<file path="src/rtl/md_sequencer.sv">
// Iterative MULT/MULTU/DIV/DIVU sequencer feeding the HI/LO writeback path.
// MD_FAST_MULT_EN selects a single-cycle multiplier; divide stays iterative.
module md_sequencer #(
  parameter int MD_ITER = 32
) (
  input  logic        clk,
  input  logic        resetn,
  input  logic        md_valid,
  input  logic [1:0]  md_op,
  input  logic [31:0] md_src1,
  input  logic [31:0] md_src2,
  input  logic        md_cancel,
  output logic        md_busy,
  output logic        md_double_en,
  output logic [63:0] md_result
);

  localparam int CW = $clog2(MD_ITER);
  localparam logic [CW-1:0] LAST = CW'(MD_ITER - 1);

  typedef enum logic [1:0] {IDLE, CALC, DONE} state_t;

  state_t        state;
  logic [CW-1:0] cnt;
  logic          is_div;
  logic          neg_lo;
  logic          neg_hi;
  logic          div0;
  logic [31:0]   opb;
  logic [31:0]   src1_q;
  logic [63:0]   acc;

  logic          accept;
  logic          sgn_op;
  logic          s1_neg;
  logic          s2_neg;
  logic [31:0]   mag1;
  logic [31:0]   mag2;
  logic [32:0]   mul_sum;
  logic [32:0]   div_part;
  logic [32:0]   div_diff;
  logic [63:0]   acc_next;
  logic [31:0]   hi_fix;
  logic [31:0]   lo_fix;
  logic [63:0]   fin;

  assign accept = md_valid & ~md_cancel & (state != CALC);
  assign md_busy = resetn & ((state == CALC) | accept);
  assign md_double_en = (state == DONE) & ~md_cancel;

  assign sgn_op = ~md_op[0];
  assign s1_neg = sgn_op & md_src1[31];
  assign s2_neg = sgn_op & md_src2[31];
  assign mag1 = s1_neg ? -md_src1 : md_src1;
  assign mag2 = s2_neg ? -md_src2 : md_src2;

`ifdef MD_FAST_MULT_EN
  logic [63:0] fx1;
  logic [63:0] fx2;
  logic [63:0] fast_prod;
  assign fx1 = {{32{s1_neg}}, md_src1};
  assign fx2 = {{32{s2_neg}}, md_src2};
  assign fast_prod = fx1 * fx2;
`endif

  // acc is {partial,multiplier} for MUL and {remainder,quotient} for DIV
  always_comb begin
    mul_sum  = {1'b0, acc[63:32]} + (acc[0] ? {1'b0, opb} : 33'd0);
    div_part = {acc[63:32], acc[31]};
    div_diff = div_part - {1'b0, opb};
    acc_next = {mul_sum, acc[31:1]};
    if (is_div) begin
      if (div_diff[32])
        acc_next = {acc[62:0], 1'b0};
      else
        acc_next = {div_diff[31:0], acc[30:0], 1'b1};
    end
    hi_fix = neg_hi ? -acc_next[63:32] : acc_next[63:32];
    lo_fix = neg_lo ? -acc_next[31:0] : acc_next[31:0];
    if (div0)
      fin = {src1_q, 32'hFFFF_FFFF};
    else if (is_div)
      fin = {hi_fix, lo_fix};
    else
      fin = neg_lo ? -acc_next : acc_next;
  end

  always_ff @(posedge clk or negedge resetn) begin
    if (!resetn) begin
      state     <= IDLE;
      cnt       <= '0;
      is_div    <= 1'b0;
      neg_lo    <= 1'b0;
      neg_hi    <= 1'b0;
      div0      <= 1'b0;
      opb       <= '0;
      src1_q    <= '0;
      acc       <= '0;
      md_result <= '0;
    end else if (accept) begin
`ifdef MD_FAST_MULT_EN
      if (!md_op[1]) begin
        md_result <= fast_prod;
        state     <= DONE;
      end else
`endif
      begin
        state  <= CALC;
        cnt    <= '0;
        is_div <= md_op[1];
        neg_lo <= s1_neg ^ s2_neg;
        neg_hi <= s1_neg;
        div0   <= md_op[1] & (md_src2 == 32'd0);
        src1_q <= md_src1;
        opb    <= md_op[1] ? mag2 : mag1;
        acc    <= {32'd0, md_op[1] ? mag1 : mag2};
      end
    end else if (state == CALC) begin
      if (md_cancel) begin
        state <= IDLE;
      end else begin
        acc <= acc_next;
        cnt <= cnt + 1'b1;
        if (cnt == LAST) begin
          md_result <= fin;
          state     <= DONE;
        end
      end
    end else begin
      state <= IDLE;
    end
  end

endmodule

</file>
<file path="config.mk">
export PLATFORM = sky130hd
export DESIGN_NAME = md_sequencer
export DESIGN_NICKNAME = d
export VERILOG_FILES = /design/src/rtl/md_sequencer.sv
export SDC_FILE = /design/constraint.sdc
export NUM_CORES = 1
export LEC_CHECK = 0
export CAP_MARGIN = 20
export CELL_PAD_IN_SITES_DETAIL_PLACEMENT = 0
export CELL_PAD_IN_SITES_GLOBAL_PLACEMENT = 1
export CORE_MARGIN = 4
export CORE_UTILIZATION = 48
export CTS_CLUSTER_SIZE = 24
export DETAILED_ROUTE_END_ITERATION = 12
export PLACE_DENSITY = 0.87
export SLEW_MARGIN = 20
export SYNTH_ARGS = -nofsm -noshare
export SYNTH_HDL_FRONTEND = slang
export SYNTH_SLANG_ARGS = --single-unit
</file>
<file path="constraint.sdc">
create_clock -name clk -period 15.53 [get_ports clk]
set_clock_uncertainty 0.15 [all_clocks]
set_input_delay 3.106 -clock clk [delete_from_list [all_inputs] [get_ports clk]]
set_output_delay 3.106 -clock clk [all_outputs]
set_load 0.005 [all_outputs]
</file>
; ---- After elaboration in Yosys (flattened, before gate mapping)
; Cells that the tools add are included.
[op_classes]
n_addsub = 8
eq_ne = 6
muxes = 22
bitwise = 12
reduce_logical = 4
[op_table]
columns = operator, count
row1 = 64-bit two-way mux, 8
row2 = 32-bit two-way mux, 7
row3 = 32-bit negation, 4
row4 = 64-bit negation, 1
row5 = 32-bit by 32-bit adder with 33-bit output, 1
row6 = 33-bit by 32-bit subtractor with 33-bit output, 1
row7 = 32-bit zero test, 1
row8 = 5-bit two-way mux, 3
row9 = 2-bit two-way mux, 4
row10 = 1-bit bitwise AND, 7
row11 = "5-bit by 1-bit adder with 5-bit output, second input constant", 1
row12 = "5-bit equality test, second input constant", 1
row13 = "2-bit by 1-bit != test with 1-bit output, second input constant", 2
row14 = "4-bit by 3-bit != test with 1-bit output, second input constant", 1
row15 = 4-bit AND reduction, 1
row16 = 1-bit inverter, 3
row17 = "2-bit by 1-bit equality test with 1-bit output, second input constant", 1
row18 = "2-bit equality test, second input constant", 1
row19 = 2-bit AND reduction, 1
row20 = 2-bit nonzero test, 1
row21 = 1-bit OR, 1
row22 = 1-bit XOR, 1
[totals]
regBits = 203
inputBits = 70
out_inout_bits = 66
wordCells = 62

; ---- Depth between registers and ports, before layout
[logic_depth]
ltp_word = 7
depth_mapped = 27
mapped_depth_nobuf = 23

; ---- Least setup slack after synthesis
; Ideal clock, no wire load.
[synth_timing]
path_kind = input -> output
startpoint = input md_cancel
endpoint = output md_busy
arrival_time_ps = 4107
t_required_ps = 12274
setup_slack_ps = 8167
cell_stages = 5
path_buffers = 3
path_cell_list = nand2b_1 clkbuf_1 clkbuf_1 clkbuf_1 a21boi_0
[synth_via]
elab_chain_cells = 5
[synth_lines]
columns = element, line
row1 = from (decl), 12  ; input logic md_cancel,
row2 = 1-bit inverter (no line), n/a
row3 = 1-bit bitwise AND (2 in a row), 47  ; assign accept = md_valid & ~md_cancel & (state != CALC);
row4 = 1-bit OR, 48  ; assign md_busy = resetn & ((state == CALC) | accept);
row5 = 1-bit bitwise AND, 48
row6 = to (decl), 13  ; output logic md_busy,
; Every way passes these cells.

; ---- Final worst setup path
; Same ends and word-level chain as after synthesis.

==> results.json <==
{
  "ys_warn_count": 0,
  "vias_per_cell": 6.09,
  "antenna_left": 0,
  "grt_pass1_wl_mm": 92.6,
  "critical_path_required_ns": 12.27,
  "rsz0062_at_grt": "false",
  "syn_nets": 2321,
  "finalCriticalPeriod_ns": 7.69,
  "irDropWorstVdd_uv": 80.4,
  "wl_per_cell_um": 22.3,
  "critPathLaunchType": "primary input",
  "tightest_slew_ns": 1.11,
  "yosys-top-cells-area": "dfrtp_1 30%, nand2_1 7.5%, a21oi_1 6.2%",
  "fmax_mhz": 130,
  "htreeDepth": 1,
  "synth_most_common_cell": "nand2_1",
  "met3_usage": 0.0457,
  "design.die.area_sq_mm": 0.0380,
  "rows": 68,
  "fillCellCount": 3338,
  "area_delta_synth_final_pct": 14.0,
  "status": "completed",
  "wirelength_mm": 60.1,
  "diodes": 0,
  "drive_above_1_share": 0.0503,
  "postCtsResizedCells": 0,
  "arrival_ns": 4.43,
  "portBuffers": 135,
  "relSlewSlack": 0.256,
  "grt_antenna_before_repair": 0,
  "slew_violations": 0,
  "cts-root-buf": "clkbuf_16",
  "core-area_sq_mm": 0.0345,
  "power.density_mw_per_mm2": 155,
  "seq_area_frac_synth": 0.303,
  "die-height_um": 195,
  "cts_tree": "built",
  "grtUsageTotal": 0.305,
  "gp_congestion": 0.977,
  "clk_pin_slew_ns": 0.06,
  "drt_first_iter_violations": 1529,
  "busiest_layer": "met2",
  "slowest_delay_ns": 0.52,
  "io_pins": 136,
  "start_util": 0.486,
  "synth-seq-cells": 203,
  "postCtsSetupBuffers": 0,
  "clockBufferDepth": 3,
  "finalCritPeriodShare": 0.495,
  "drt_pass1_iterations": 5,
  "dieWidth_um": 195,
  "async_flop_share": 1.00,
  "syn_avg_cell_area_sq_um": 7.70,
  "maxCapViolations": 0,
  "final.setup.tns_ns": 0,
  "synth_cell_types": 89,
  "worstPathCellList": "clkdlybuf4s50_1, nand2b_2, a21boi_0, clkdlybuf4s50_1",
  "grt_overflow": 0,
  "met1_usage": 0.421,
  "vias": 16400,
  "synth_top_area_share": 0.303,
  "clk_latency_ns": 0.55,
  "finalHoldViolCount": 0,
  "slowest_stage": "clkdlybuf4s50_1",
  "drc_errors": 0,
  "synth_edf_count": 0,
  "grt_pass1_vias": 15800,
  "p_leak_nw": 8.25,
  "grt_max_degree": 136,
  "synth_commonest_cells": "336 x nand2_1, 209 x a21oi_1, 203 x dfrtp_1, 181 x o21ai_0, 177 x nor2_1",
  "crit_type": "in -> out",
  "cts_buffers": 25,
  "worst_setup_path_end_kind": "output pin",
  "met2_usage": 0.481,
  "hold_path.class": "reg -> reg",
  "crit_top_cell": "clkdlybuf4s50_1",
  "synth_area_sq_mm": 0.0168,
  "yosys_most_used_dff": "dfrtp_1",
  "dp_hpwl_mm": 44.9,
  "ctsHoldBuffers": 0,
  "path_max_fanout": 4,
  "holdWs_ns": 0.321,
  "nets": 2369,
  "cts.sinks": 203,
  "synth_top_cell_by_area": "dfrtp_1",
  "finalSetupViolCount": 0,
  "syn_inst": 2179
}
-- critical path: cells and delay by family --
family | cells | cell delay [ns]
buffers and inverters | 2 | 0.97
AND/OR/NAND/NOR | 1 | 0.20
AO/OA/AOI/OAI | 1 | 0.15
-- per-layer routing --
| layer | share of wire | routed length, um |
|---|---|---|
| met3 | 0.063 | 3800 |
| met4 | 0.053 | 3160 |
| met1 | 0.44 | 26200 |
| met5 | 0 | 0 |
| met2 | 0.45 | 27000 |
-- logic make-up after synthesis --
kind of cell | share of synthesized area
DFF | 0.303
buffers and inverters | 0.0482
muxes | 0.0392
adders and majority gates | 0.0546
and+or+nand+nor | 0.235
xor gates and xnor gates | 0.0866
AOI/OAI and AO/OA | 0.233
-- placed cells by master (no fill, tap or decap), types with 10 or more instances in the layout --
master           instances
nand2_1                336
a21oi_1                208
dfrtp_1                202
o21ai_0                181
nor2_1                 176
clkdlybuf4s50_1        133
xnor2_1                 99
nand3_1                 94
inv_1                   73
ha_1                    70
xor2_1                  67
mux2i_1                 53
nor3_1                  46
and2_1                  43
o211ai_1                36
o221ai_1                34
clkbuf_16               25
a21o_1                  23
nand2b_1                21
nand4_1                 18
nor4_1                  18
a211oi_1                17
and3_1                  17
nor2b_1                 17
buf_4                   17
o31ai_1                 16
or3_1                   15
a31oi_1                 14
mux2_2                  10
o21a_1                  10
o21ai_1                 10
-- cell type report --
cell class                      instances  area, sq um  share of cell area
Inverter                               73          274              0.0143
Tap cell                              455          569              0.0298
Clock inverter                         12         82.6             0.00432
Multi-Input combinational cell       1771        10900               0.570
Sequential cell                       203         5080               0.266
Timing Repair Buffer                  153         1520              0.0795
Clock buffer                           33          686              0.0358
-- final timing paths --
kind,start,end,slack [ns],cells after the start
max in group asynchronous,resetn,is_div,11.55,2
max reg2reg,acc[31],md_result[62],8.88,22
min in group asynchronous,resetn,opb[19],2.35,1
max,md_cancel,md_busy,7.84,4
min reg2reg,src1_q[31],src1_q[31],0.32,2
min,src1_q[31],src1_q[31],0.32,2
-- power by group --
group,internal [W],switching [W],total [W]
logic,0.000590,0.00109,0.00168
registers,0.000613,0.000107,0.000720
clock network,0.000312,0.000248,0.000561
-- stage by stage --
stage | instance area (sq um) | utilization | setup slack (ns) | total power, W | cells
after global routing | 19100 | 0.554 | 7.78 | 0.00314 | 2700
after global placement | 18300 | 0.531 | 7.82 | 0.00234 | 2654
final | 19100 | 0.554 | 7.84 | 0.00296 | 2700
after floorplan | 16800 | - | 8.17 | 0.00189 | 2179
after detailed placement | 18300 | 0.531 | 7.83 | 0.00237 | 2654
after CTS | 19100 | 0.553 | 7.83 | 0.00294 | 2699
-- sequential cells by signal (all words and copies together), names as in the netlist, 2 cells and up --
signal	flops
md_result	64
acc	64
cnt	5
src1_q	32
state	2
opb	32
Power figures use the tool's default switching activity.
